--- src/rtl/ui_sprite_overlay_if.sv ---
// ui_sprite_overlay_if: scan-in, slot-write and atlas-out signals of the
// sprite overlay address generator.
//   master : drives scan position, pix_valid, frame_start and slot writes;
//            receives pixel_addr / is_object / out_valid.
//   slave  : the overlay block itself.
interface ui_sprite_overlay_if #(
  parameter int ADDR_W = 17
) ();
  logic [9:0]        h_cnt;
  logic [9:0]        v_cnt;
  logic              pix_valid;
  logic              frame_start;
  logic              wr_en;
  logic [3:0]        wr_slot;
  logic [2:0]        wr_field;
  logic [8:0]        wr_data;
  logic [ADDR_W-1:0] pixel_addr;
  logic              is_object;
  logic              out_valid;

  modport master (
    output h_cnt, v_cnt, pix_valid, frame_start,
    output wr_en, wr_slot, wr_field, wr_data,
    input  pixel_addr, is_object, out_valid
  );

  modport slave (
    input  h_cnt, v_cnt, pix_valid, frame_start,
    input  wr_en, wr_slot, wr_field, wr_data,
    output pixel_addr, is_object, out_valid
  );
endinterface

--- src/rtl/ui_sprite_overlay.sv ---
// ui_sprite_overlay: 2-stage pipelined UI sprite address generator.
// SLOTS programmable rectangles (slot 0 = highest priority) are written into a
// shadow set and copied to the active set on frame_start, so a frame never
// renders a half-updated layout. Per scanned pixel the block returns the atlas
// address of the winning sprite and an object flag, 2 cycles later.
//   clk, rst_n : clock, synchronous active-low reset
//   bus        : ui_sprite_overlay_if.slave (scan in, slot writes, atlas out)

// Per-slot rectangle hit test; one instance per slot.
module ui_sprite_slot_hit (
  input  logic [9:0] x,
  input  logic [9:0] y,
  input  logic [8:0] sx,
  input  logic [8:0] sy,
  input  logic [8:0] w,
  input  logic [8:0] h,
  input  logic       en,
  input  logic       bl,
  input  logic       blink_off,
  output logic       hit,
  output logic [9:0] dx,
  output logic [9:0] dy
);
  // 10-bit ends: 511+511 still fits, so the window never wraps.
  logic [9:0] x_end, y_end;
  assign x_end = {1'b0, sx} + {1'b0, w};
  assign y_end = {1'b0, sy} + {1'b0, h};

  assign hit = en && !(bl && blink_off) &&
               (x >= {1'b0, sx}) && (x < x_end) &&
               (y >= {1'b0, sy}) && (y < y_end);

  // Only meaningful on a hit, where the offset is below w/h.
  assign dx = x - {1'b0, sx};
  assign dy = y - {1'b0, sy};
endmodule

module ui_sprite_overlay #(
  parameter int SLOTS       = 8,
  parameter int ATLAS_W     = 360,
  parameter int ATLAS_H     = 240,
  parameter int ADDR_W      = 17,
  parameter int SCALE_SHIFT = 1,
  parameter int BLINK_BIT   = 4
) (
  input  logic                clk,
  input  logic                rst_n,
  ui_sprite_overlay_if.slave  bus
);
  localparam int STAGES = 2;
  localparam int AREA   = ATLAS_W * ATLAS_H;

  // ---------------------------------------------------------------- slots
  logic [SLOTS-1:0][8:0] sh_x, sh_y, sh_w, sh_h, sh_srcx, sh_srcy;
  logic [SLOTS-1:0]      sh_en, sh_bl;
  logic [SLOTS-1:0][8:0] act_x, act_y, act_w, act_h, act_srcx, act_srcy;
  logic [SLOTS-1:0]      act_en, act_bl;
  logic [5:0]            frame_cnt;

  // Commit reads the shadow before this cycle's write lands, so a write
  // coinciding with frame_start becomes active one frame later.
  always_ff @(posedge clk) begin
    if (!rst_n) begin
      sh_x <= '0; sh_y <= '0; sh_w <= '0; sh_h <= '0;
      sh_srcx <= '0; sh_srcy <= '0; sh_en <= '0; sh_bl <= '0;
      act_x <= '0; act_y <= '0; act_w <= '0; act_h <= '0;
      act_srcx <= '0; act_srcy <= '0; act_en <= '0; act_bl <= '0;
      frame_cnt <= '0;
    end else begin
      if (bus.frame_start) begin
        act_x <= sh_x; act_y <= sh_y; act_w <= sh_w; act_h <= sh_h;
        act_srcx <= sh_srcx; act_srcy <= sh_srcy;
        act_en <= sh_en; act_bl <= sh_bl;
        frame_cnt <= frame_cnt + 6'd1;
      end
      // Slot indices >= SLOTS match no entry and are dropped.
      for (int i = 0; i < SLOTS; i++) begin
        if (bus.wr_en && bus.wr_slot == 4'(i)) begin
          case (bus.wr_field)
            3'd0: sh_x[i]    <= bus.wr_data;
            3'd1: sh_y[i]    <= bus.wr_data;
            3'd2: sh_w[i]    <= bus.wr_data;
            3'd3: sh_h[i]    <= bus.wr_data;
            3'd4: sh_srcx[i] <= bus.wr_data;
            3'd5: sh_srcy[i] <= bus.wr_data;
            3'd6: begin
              sh_en[i] <= bus.wr_data[0];
              sh_bl[i] <= bus.wr_data[1];
            end
            default: ;
          endcase
        end
      end
    end
  end

  // -------------------------------------------------------------- stage 1
  logic [9:0]             x, y;
  logic                   blink_off;
  logic [SLOTS-1:0]       hit;
  logic [SLOTS-1:0][9:0]  dx, dy;

  assign x         = bus.h_cnt >> SCALE_SHIFT;
  assign y         = bus.v_cnt >> SCALE_SHIFT;
  assign blink_off = frame_cnt[BLINK_BIT];

  for (genvar g = 0; g < SLOTS; g++) begin : g_slot
    ui_sprite_slot_hit u_hit (
      .x         (x),
      .y         (y),
      .sx        (act_x[g]),
      .sy        (act_y[g]),
      .w         (act_w[g]),
      .h         (act_h[g]),
      .en        (act_en[g]),
      .bl        (act_bl[g]),
      .blink_off (blink_off),
      .hit       (hit[g]),
      .dx        (dx[g]),
      .dy        (dy[g])
    );
  end

  // Walk from the lowest priority upward so the lowest hitting index wins.
  // The winner's atlas origin is captured here rather than looked up in
  // stage 2, so a commit between the stages cannot mix two layouts.
  logic       win_hit;
  logic [9:0] win_dx, win_dy;
  logic [8:0] win_srcx, win_srcy;

  always_comb begin
    win_hit  = 1'b0;
    win_dx   = '0;
    win_dy   = '0;
    win_srcx = '0;
    win_srcy = '0;
    for (int i = SLOTS - 1; i >= 0; i--) begin
      if (hit[i]) begin
        win_hit  = 1'b1;
        win_dx   = dx[i];
        win_dy   = dy[i];
        win_srcx = act_srcx[i];
        win_srcy = act_srcy[i];
      end
    end
  end

  logic              s1_hit;
  logic [9:0]        s1_dx, s1_dy;
  logic [8:0]        s1_srcx, s1_srcy;
  logic [STAGES:1]   vld_pipe;

  // -------------------------------------------------------------- stage 2
  logic [9:0]        col, row;
  logic [31:0]       lin;
  logic [ADDR_W-1:0] addr;
  logic              obj;
  logic [ADDR_W-1:0] addr_q;
  logic              obj_q;

  assign col  = {1'b0, s1_srcx} + s1_dx;
  assign row  = {1'b0, s1_srcy} + s1_dy;
  // Atlas reads past the last row wrap back to the top on purpose.
  assign lin  = 32'(row) * 32'(ATLAS_W) + 32'(col);
  assign addr = ADDR_W'(lin % 32'(AREA));
  assign obj  = s1_hit & vld_pipe[1];

  always_ff @(posedge clk) begin
    if (!rst_n) begin
      s1_hit   <= 1'b0;
      s1_dx    <= '0;
      s1_dy    <= '0;
      s1_srcx  <= '0;
      s1_srcy  <= '0;
      vld_pipe <= '0;
      obj_q    <= 1'b0;
      addr_q   <= '0;
    end else begin
      s1_hit   <= win_hit;
      s1_dx    <= win_dx;
      s1_dy    <= win_dy;
      s1_srcx  <= win_srcx;
      s1_srcy  <= win_srcy;
      vld_pipe <= {vld_pipe[1], bus.pix_valid};
      obj_q    <= obj;
      addr_q   <= obj ? addr : '0;
    end
  end

  assign bus.pixel_addr = addr_q;
  assign bus.is_object  = obj_q;
  assign bus.out_valid  = vld_pipe[STAGES];
endmodule
--- src/flat_wrapper.sv ---
// flat-port wrapper written by rule: the top's interface ports become plain ports
module ui_sprite_overlay_flat 
#(
  parameter int SLOTS       = 8,
  parameter int ATLAS_W     = 360,
  parameter int ATLAS_H     = 240,
  parameter int ADDR_W      = 17,
  parameter int SCALE_SHIFT = 1,
  parameter int BLINK_BIT   = 4
)
  (clk, rst_n, bus_h_cnt, bus_v_cnt, bus_pix_valid, bus_frame_start, bus_wr_en, bus_wr_slot, bus_wr_field, bus_wr_data, bus_pixel_addr, bus_is_object, bus_out_valid);
  ui_sprite_overlay_if #(.ADDR_W(ADDR_W)) bus_i ();
  input  logic clk;
  input  logic rst_n;
  input wire logic [$bits(bus_i.h_cnt)-1:0] bus_h_cnt;
  input wire logic [$bits(bus_i.v_cnt)-1:0] bus_v_cnt;
  input wire logic [$bits(bus_i.pix_valid)-1:0] bus_pix_valid;
  input wire logic [$bits(bus_i.frame_start)-1:0] bus_frame_start;
  input wire logic [$bits(bus_i.wr_en)-1:0] bus_wr_en;
  input wire logic [$bits(bus_i.wr_slot)-1:0] bus_wr_slot;
  input wire logic [$bits(bus_i.wr_field)-1:0] bus_wr_field;
  input wire logic [$bits(bus_i.wr_data)-1:0] bus_wr_data;
  output wire logic [$bits(bus_i.pixel_addr)-1:0] bus_pixel_addr;
  output wire logic [$bits(bus_i.is_object)-1:0] bus_is_object;
  output wire logic [$bits(bus_i.out_valid)-1:0] bus_out_valid;
  assign bus_i.h_cnt = bus_h_cnt;
  assign bus_i.v_cnt = bus_v_cnt;
  assign bus_i.pix_valid = bus_pix_valid;
  assign bus_i.frame_start = bus_frame_start;
  assign bus_i.wr_en = bus_wr_en;
  assign bus_i.wr_slot = bus_wr_slot;
  assign bus_i.wr_field = bus_wr_field;
  assign bus_i.wr_data = bus_wr_data;
  assign bus_pixel_addr = bus_i.pixel_addr;
  assign bus_is_object = bus_i.is_object;
  assign bus_out_valid = bus_i.out_valid;
  ui_sprite_overlay #(.SLOTS(SLOTS), .ATLAS_W(ATLAS_W), .ATLAS_H(ATLAS_H), .ADDR_W(ADDR_W), .SCALE_SHIFT(SCALE_SHIFT), .BLINK_BIT(BLINK_BIT)) u_core (.clk(clk), .rst_n(rst_n), .bus(bus_i));
endmodule
--- config.mk ---
export PLATFORM = sky130hd
export DESIGN_NAME = ui_sprite_overlay_flat
export DESIGN_NICKNAME = d
export VERILOG_FILES = /design/src/rtl/ui_sprite_overlay_if.sv /design/src/rtl/ui_sprite_overlay.sv /design/src/flat_wrapper.sv
export SDC_FILE = /design/constraint.sdc
export NUM_CORES = 2
export LEC_CHECK = 0
export ABC_AREA = 1
export CAP_MARGIN = 40
export CORE_MARGIN = 3
export CORE_UTILIZATION = 25
export DETAILED_ROUTE_END_ITERATION = 8
export PLACE_DENSITY = 0.38
export SYNTH_ARGS = -nofsm -noshare
export SYNTH_HDL_FRONTEND = slang
export SYNTH_SLANG_ARGS = --single-unit
--- constraint.sdc ---
create_clock -name clk -period 6.44 [get_ports clk]
set_clock_uncertainty 0.15 [all_clocks]
set_input_delay 1.288 -clock clk [delete_from_list [all_inputs] [get_ports clk]]
set_output_delay 1.288 -clock clk [all_outputs]
set_load 0.03 [all_outputs]
Word level (Yosys, flattened, before mapping)
Index checks and enable logic that the tools add are counted.
{"block": "op_classes", "mux": 40, "n_bitwise": 1, "addsub": 36, "eq_ne": 13, "mul": 1, "reduce_logical": 123, "n_lt_le_gt_ge": 32, "div": 1}
{"op": "adder 9 x 9 -> 10 bit", "n": 16}
{"op": "< comparator 9 x 10 -> 1 bit", "n": 16}
{"op": "two-way mux 10 bit", "n": 16}
{"op": "subtractor 9 x 9 -> 10 bit", "n": 16}
{"op": ">= comparator 9 bit", "n": 16}
{"op": "two-way mux 9 bit", "n": 16}
{"op": "AND reduction 2 bit", "n": 57}
{"op": "logical AND 1 bit", "n": 56}
{"op": "remainder unit 32 x 17 -> 32 bit (second input constant)", "n": 1}
{"op": "adder 19 x 10 -> 20 bit", "n": 1}
{"op": "adder 9 x 10 -> 10 bit", "n": 2}
{"op": "equality test 4 x 3 -> 1 bit (second input constant)", "n": 4}
{"op": "multiplier 10 x 6 -> 16 bit (second input constant)", "n": 1}
{"op": "equality test 3 bit (second input constant)", "n": 3}
{"op": "equality test 4 x 2 -> 1 bit (second input constant)", "n": 2}
{"op": "zero test 1 bit", "n": 8}
{"op": "two-way mux 1 bit", "n": 8}
{"op": "adder 6 x 1 -> 6 bit (second input constant)", "n": 1}
{"op": "equality test 3 x 2 -> 1 bit (second input constant)", "n": 2}
{"op": "equality test 4 x 1 -> 1 bit (second input constant)", "n": 1}
{"op": "zero test 4 bit", "n": 1}
{"op": "equality test 3 x 1 -> 1 bit (second input constant)", "n": 1}
{"op": "zero test 3 bit", "n": 1}
{"op": "AND 1 bit", "n": 1}
{"block": "word_totals", "ff_bits": 961, "out_inout_bits": 19, "input_bits": 41, "wordCells": 370}

Longest topological paths before layout
{"block": "depth", "depth_word": 15, "depth_mapped": 55, "mapped_depth_nobuf": 54}

Cells and area by module
From an unflattened synthesis, not the netlist that was laid out.
{"block": "unflattened", "hier_cells": 7937, "hier_area_um2": 55814.8}
{"module": "ui_sprite_overlay", "cells_each": 5145, "area_each_um2": 38389.3, "n_inst": 1, "seq_area_each_um2": 19218.4}
{"module": "ui_sprite_slot_hit (u_core.g_slot[0].u_hit ...)", "cells_each": 349, "area_each_um2": 2178.3, "n_inst": 7, "seq_area_each_um2": 0.0}
{"module": "ui_sprite_slot_hit (u_core.g_slot[7].u_hit)", "cells_each": 349, "area_each_um2": 2177.1, "n_inst": 1, "seq_area_each_um2": 0.0}

Worst setup path after synthesis
OpenSTA, ideal clock, no wires.
{"block": "synth_path", "path_kind": "reg-to-reg", "start": "register u_core.s1_srcy[0]", "end": "register u_core.addr_q[7] (netlist: u_core.bus.pixel_addr[7])", "n_path_buf": 2, "arrival_ps": 6653, "path_stages_with_launch": 49, "setup_slack_ps": -486, "t_required_ps": 6167, "setup_time_ps": 123, "synth_period_minus_slack_ps": 6926, "path_cell_list": "dfxtp_1 -> ha_1 -> inv_1 -> fa_1 -> o21ai_0 -> a21oi_1 -> o21bai_1 -> xor2_1 -> inv_1 -> ha_1 -> inv_1 -> fa_1 -> fa_1 -> inv_1 -> ha_1 -> buf_6 -> xnor2_1 -> ha_1 -> (+13 left out) -> nand2_4 -> buf_6 -> nand3_1 -> nand2_2 -> inv_2 -> nand2_2 -> a21oi_4 -> nand2_4 -> nand2_2 -> nand2_2 -> nor2_2 -> nand3_4 -> nand2_2 -> nand2_4 -> nand2_8 -> nand2_8 -> nand2_1 -> a21oi_1"}
{"block": "synth_between", "elab_chain_cells": 4}
{"item": "start: declaration", "line_no": "ui_sprite_overlay.sv:150", "text": "logic [8:0] s1_srcx, s1_srcy;"}
{"item": "start signal: assignment", "line_no": "ui_sprite_overlay.sv:183", "text": "s1_srcy <= win_srcy;"}
{"item": "adder 9 x 10 -> 10 bit", "line_no": "ui_sprite_overlay.sv:162", "text": "assign row = {1'b0, s1_srcy} + s1_dy;"}
{"item": "multiplier 10 x 6 -> 16 bit", "line_no": "ui_sprite_overlay.sv:164", "text": "assign lin = 32'(row) * 32'(ATLAS_W) + 32'(col);"}
{"item": "adder 19 x 10 -> 20 bit", "line_no": "ui_sprite_overlay.sv:164"}
{"item": "remainder unit 32 x 17 -> 32 bit", "line_no": "ui_sprite_overlay.sv:165", "text": "assign addr = ADDR_W'(lin % 32'(AREA));"}
{"item": "end signal: assignment", "line_no": "ui_sprite_overlay.sv:186", "text": "addr_q <= obj ? addr : '0;"}
{"item": "end: declaration", "line_no": "ui_sprite_overlay.sv:158", "text": "logic [ADDR_W-1:0] addr_q;"}
No other way between the ends.
A chain may end at the register's enable or synchronous reset.

Final worst setup path
{"block": "layout_path", "start": "register u_core.s1_dy[0]", "end": "register u_core.addr_q[11] (netlist: u_core.bus.pixel_addr[11])"}
{"block": "layout_between", "elab_chain_cells": 4}
{"item": "start: declaration", "line_no": "ui_sprite_overlay.sv:149", "text": "logic [9:0] s1_dx, s1_dy;"}
{"item": "start signal: assignment", "line_no": "ui_sprite_overlay.sv:181", "text": "s1_dy <= win_dy;"}
{"item": "adder 9 x 10 -> 10 bit", "line_no": "ui_sprite_overlay.sv:162"}
{"item": "multiplier 10 x 6 -> 16 bit", "line_no": "ui_sprite_overlay.sv:164"}
{"item": "adder 19 x 10 -> 20 bit", "line_no": "ui_sprite_overlay.sv:164"}
{"item": "remainder unit 32 x 17 -> 32 bit", "line_no": "ui_sprite_overlay.sv:165"}
No other way between the ends.

==> Implementation_results.wiki <==
{| class="wikitable"
! Metric !! Value
|-
| Run status || finished, violations left
|-
| Violations in the final reports || negative setup slack
|-
| Power dissipated by switching net loads || between 4000 and 5000 uW
|-
| Clock power share || 41.8%
|-
| Number of remaining DRC errors || 0
|-
| Area overhead of the layout relative to synthesis || 21.0%
|-
| Primary flip-flop cell chosen by synthesis mapping || sky130_fd_sc_hd__dfxtp_1
|-
| Routability Congestion || approximately 0.84
|-
| # placed instances || 9,788
|-
| Portion of total power attributed to sequential cells || 37.8%
|-
| Critical path start-end classification || register to register
|-
| Power Dens Cells || 263 nW/um^2
|-
| Worst rel slew slack || between 30% and 40%
|-
| Final hold slack || 273 ps
|-
| Number of enable flip-flop cells after synthesis || 0
|-
| Post-detailed-route wirelength per cell || between 15 and 20 um
|-
| Hold_buf cts || 0
|-
| Number of global-route vias before repair || around 45,000
|-
| Sequential element share of the synthesized area || ~37%
|-
| RSZ-0062 raised after global routing || true
|-
| CP startpoint kind || register
|-
| Die height || 461 um
|-
| DPL Wire Length || 129,000 um
|-
| Layout net count || 7,822
|-
| Largest buffer count on any clock path || 3
|-
| Total Routing Usage GR || 17.8%
|-
| Family with the most delay on the worst path || simple AND/OR/NAND/NOR gates
|-
| Number of warnings reported in the yosys synthesis log || 0
|-
| Clk Latency, worst-skew pair || 740 ps
|-
| Via-per-instance ratio || ~4.7
|-
| Leakage power of the design || 0.0273 uW
|-
| Gate count of the mapped netlist || between 7,000 and 8,000
|-
| Count of placed standard cells in the final layout, fillers left out || roughly 10,000
|-
| Max Clock Freq || 144 MHz
|-
| Die Span X || 461 um
|-
| Sum of routed wire length over all layers || about 190,000 um
|-
| Master cell of the clock root buffer || sky130_fd_sc_hd__clkbuf_16
|-
| Layout cells sized above 1 || 11.3%
|-
| GRT Residual Overflow || 0
|-
| Slowest Stage Delay on Critical Path || 530 ps
|-
| Async set-reset flop share out of synthesis || 0%
|-
| TritonCTS Sinks || 960
|-
| Setup total negative slack || -5000 ps
|-
| Vias || 47,000
|-
| #FFs+latches synth || 960
|-
| Minimum setup slack in the final design || -516 ps
|-
| Minimum period implied by the final worst setup slack || 6960 ps
|-
| Endpoint required time on the critical path || 6860 ps
|-
| Number of levels in the clock H-tree || 3
|-
| # rows || around 170
|-
| Count of input and output buffers || 57
|-
| TritonCTS clock tree || yes
|-
| Worst min-delay path category || register to register
|-
| Die Footprint || 213,000 um^2
|-
| Worst path buffer plus inverter count || 12
|-
| Initial cell density of the core || 25.2%
|-
| Final critical-path share of the clock period || 108%
|-
| Clk slew on worst S/H paths || 60 ps
|-
| TritonCTS buffer count || 113
|-
| Combinational cell fraction of total power || 20.4%
|-
| Crit-path most repeated cell || sky130_fd_sc_hd__nand2_2
|-
| Pre-Repair DR Iteration Count || 5
|-
| Cell internal pwr || 11,500 uW
|-
| Register area || 19,200 um^2
|-
| Core outline area || 205,000 um^2
|-
| Data arrival time of the critical path || between 7000 and 8000 ps
|-
| Antenna-violating nets left || 0
|-
| Highest net fanout along the worst path || 7
|-
| Capturing element type of the critical path || register
|-
| Total area of multi-input combinational cells || about 30,000 um^2
|-
| Number of DRC markers in iteration 0 || about 2,900
|-
| Pin count of the biggest net entering global routing || 211
|-
| Synthesized net count || around 7,600
|-
| Cell area after synthesis || 51,800 um^2
|-
| Distinct cell type count of the synthesized netlist || 59
|-
| IR drop worst, VDD || 0.214 mV
|-
| Final hold violation count || 0
|-
| Fraction of power spent switching nets || 30.1%
|-
| Number of violations of the max-capacitance limit || 0
|-
| Number of fillers in the final layout || 22,000
|-
| Slowest cell on crit path || sky130_fd_sc_hd__fa_1
|-
| Avg Synthesized Cell Area || 7.38 um^2
|-
| Final Max Tran Viols || 0
|-
| Transition at the pin with the smallest max-transition slack || approximately 960 ps
|-
| Global-route wire length before repair || 289,000 um
|-
| Antenna violations before repair || 9
|-
| Count of endpoints failing setup in the final report || 10
|-
| IO Pins || 60
|}
==> stage by stage <==
step | power (uW) | util, % | setup WS [ps] | cell area, um^2
2_1_floorplan | 8170 | - | -249 | 51800
3_3_place_gp | 9440 | 27.9 | -842 | 57300
3_5_place_dp | 9450 | 28.0 | -876 | 57500
4_1_cts | 16600 | 30.3 | -534 | 62200
5_1_grt | 17300 | 30.5 | -990 | 62700
6_report | 16500 | 30.5 | -516 | 62700
==> final timing paths <==
check	from	end	slack, ps	cells past startpoint
setup / recovery	u_core.s1_dy[0]	u_core.bus.pixel_addr[11]	-520	47
hold / removal	u_core.vld_pipe[1]	u_core.vld_pipe[2]	270	2
setup reg to reg	u_core.s1_dy[0]	u_core.bus.pixel_addr[11]	-520	47
hold reg to reg	u_core.vld_pipe[1]	u_core.vld_pipe[2]	270	2
==> kinds of logic (layout without fill, tap and decap cells) <==
group | count (synthesis) | after routing | synth area share [%]
simple gates | 2627 | 2631 | 20.7
other cells | 0 | 6 | 0
fa+ha+maj | 519 | 519 | 13.2
compound gates | 1845 | 1845 | 19.1
buf+inv | 853 | 1189 | 6.22
xor+xnor | 215 | 215 | 3.65
flops | 960 | 960 | 37.1
==> cells in the final DEF (no fill, tap or decap), types with 17 or more instances in the layout <==
master	count
sky130_fd_sc_hd__nor2_1	1662
sky130_fd_sc_hd__o21ai_0	1024
sky130_fd_sc_hd__dfxtp_1	956
sky130_fd_sc_hd__a21oi_1	566
sky130_fd_sc_hd__nand2_1	519
sky130_fd_sc_hd__inv_1	469
sky130_fd_sc_hd__ha_1	457
sky130_fd_sc_hd__buf_4	338
sky130_fd_sc_hd__nand3_1	172
sky130_fd_sc_hd__xor2_1	121
sky130_fd_sc_hd__clkbuf_16	115
sky130_fd_sc_hd__xnor2_1	86
sky130_fd_sc_hd__nand2_2	64
sky130_fd_sc_hd__clkinv_1	51
sky130_fd_sc_hd__nor3_1	48
sky130_fd_sc_hd__o21bai_1	47
sky130_fd_sc_hd__clkdlybuf4s50_1	46
sky130_fd_sc_hd__fa_1	45
sky130_fd_sc_hd__o211ai_1	40
sky130_fd_sc_hd__a211oi_1	29
sky130_fd_sc_hd__nand3_2	28
sky130_fd_sc_hd__clkinv_2	27
sky130_fd_sc_hd__o221ai_1	26
sky130_fd_sc_hd__buf_12	26
sky130_fd_sc_hd__inv_2	23
sky130_fd_sc_hd__clkbuf_8	22
sky130_fd_sc_hd__nand4_1	21
sky130_fd_sc_hd__nand2_4	20
sky130_fd_sc_hd__or2_2	20
sky130_fd_sc_hd__nor2_4	17
==> per-layer routing <==
| metal | share of wire, % | up-vias | GRT usage (%) |
|---|---|---|---|
| li1 | - | 23900 | - |
| met1 | 49 | 22200 | 25.0 |
| met2 | 45 | 705 | 28.9 |
| met3 | 3.5 | 185 | 1.92 |
| met4 | 2.0 | 2 | 4.35 |
| met5 | 0.0067 | - | 0 |
==> final cells by class <==
cell class	count	share of cell area, %
multi-input combinational	5210	48.2
clock buffer	153	5.17
sequential	960	30.7
tap	2688	5.37
antenna	6	0.0240
timing repair buffer	427	6.06
clock inverter	59	1.14
inverter	550	3.33
==> power groups by stage <==
stage                     clock network [uW]  logic, uW  registers, uW
final                                   6880       3360           6220
after global routing                    7340       3770           6230
after CTS                               7100       3270           6220
after detailed placement                   0       3100           6350
after global placement                     0       3090           6350
after floorplan                            0       1880           6300
==> sequential cells by signal, summed over array words and instances (netlist names), 9 cells and up <==
signal,cells
u_core.act_h,72
u_core.act_srcx,72
u_core.act_srcy,72
u_core.act_w,72
u_core.act_x,72
u_core.act_y,72
u_core.bus.pixel_addr,17
u_core.s1_dx,10
u_core.s1_dy,10
u_core.s1_srcx,9
u_core.s1_srcy,9
u_core.sh_h,72
u_core.sh_srcx,72
u_core.sh_srcy,72
u_core.sh_w,72
u_core.sh_x,72
u_core.sh_y,72
==> worst register-to-register path: cells and delay by family, from the launching register on <==
family / cells / cell delay [ps]
and+or+nand+nor: 23 / 2440
adders and majority gates: 6 / 2070
buffers and inverters: 12 / 1160
AOI/OAI and AO/OA: 5 / 550
DFF: 1 / 310
xor gates and xnor gates: 1 / 170
==> synthesized netlist by cell type, types with 52 or more instances <==
library cell | n | area (um^2)
sky130_fd_sc_hd__nor2_1 | 1677 | 6290
sky130_fd_sc_hd__o21ai_0 | 1025 | 5130
sky130_fd_sc_hd__dfxtp_1 | 960 | 19200
sky130_fd_sc_hd__a21oi_1 | 580 | 2900
sky130_fd_sc_hd__nand2_1 | 560 | 2100
sky130_fd_sc_hd__inv_1 | 484 | 1820
sky130_fd_sc_hd__ha_1 | 472 | 5910
sky130_fd_sc_hd__clkbuf_1 | 287 | 1080
sky130_fd_sc_hd__nand3_1 | 196 | 981
sky130_fd_sc_hd__xor2_1 | 125 | 1090
sky130_fd_sc_hd__xnor2_1 | 89 | 780
sky130_fd_sc_hd__clkinv_1 | 52 | 195
==> repair_timing <==
item	CTS	global route
endpoints found under the setup margin	10	10
gates cloned	4	0
setup buffers	31	12
pin swaps	42	45
gates resized for setup	99	87
(Power assumes the default switching activity.)
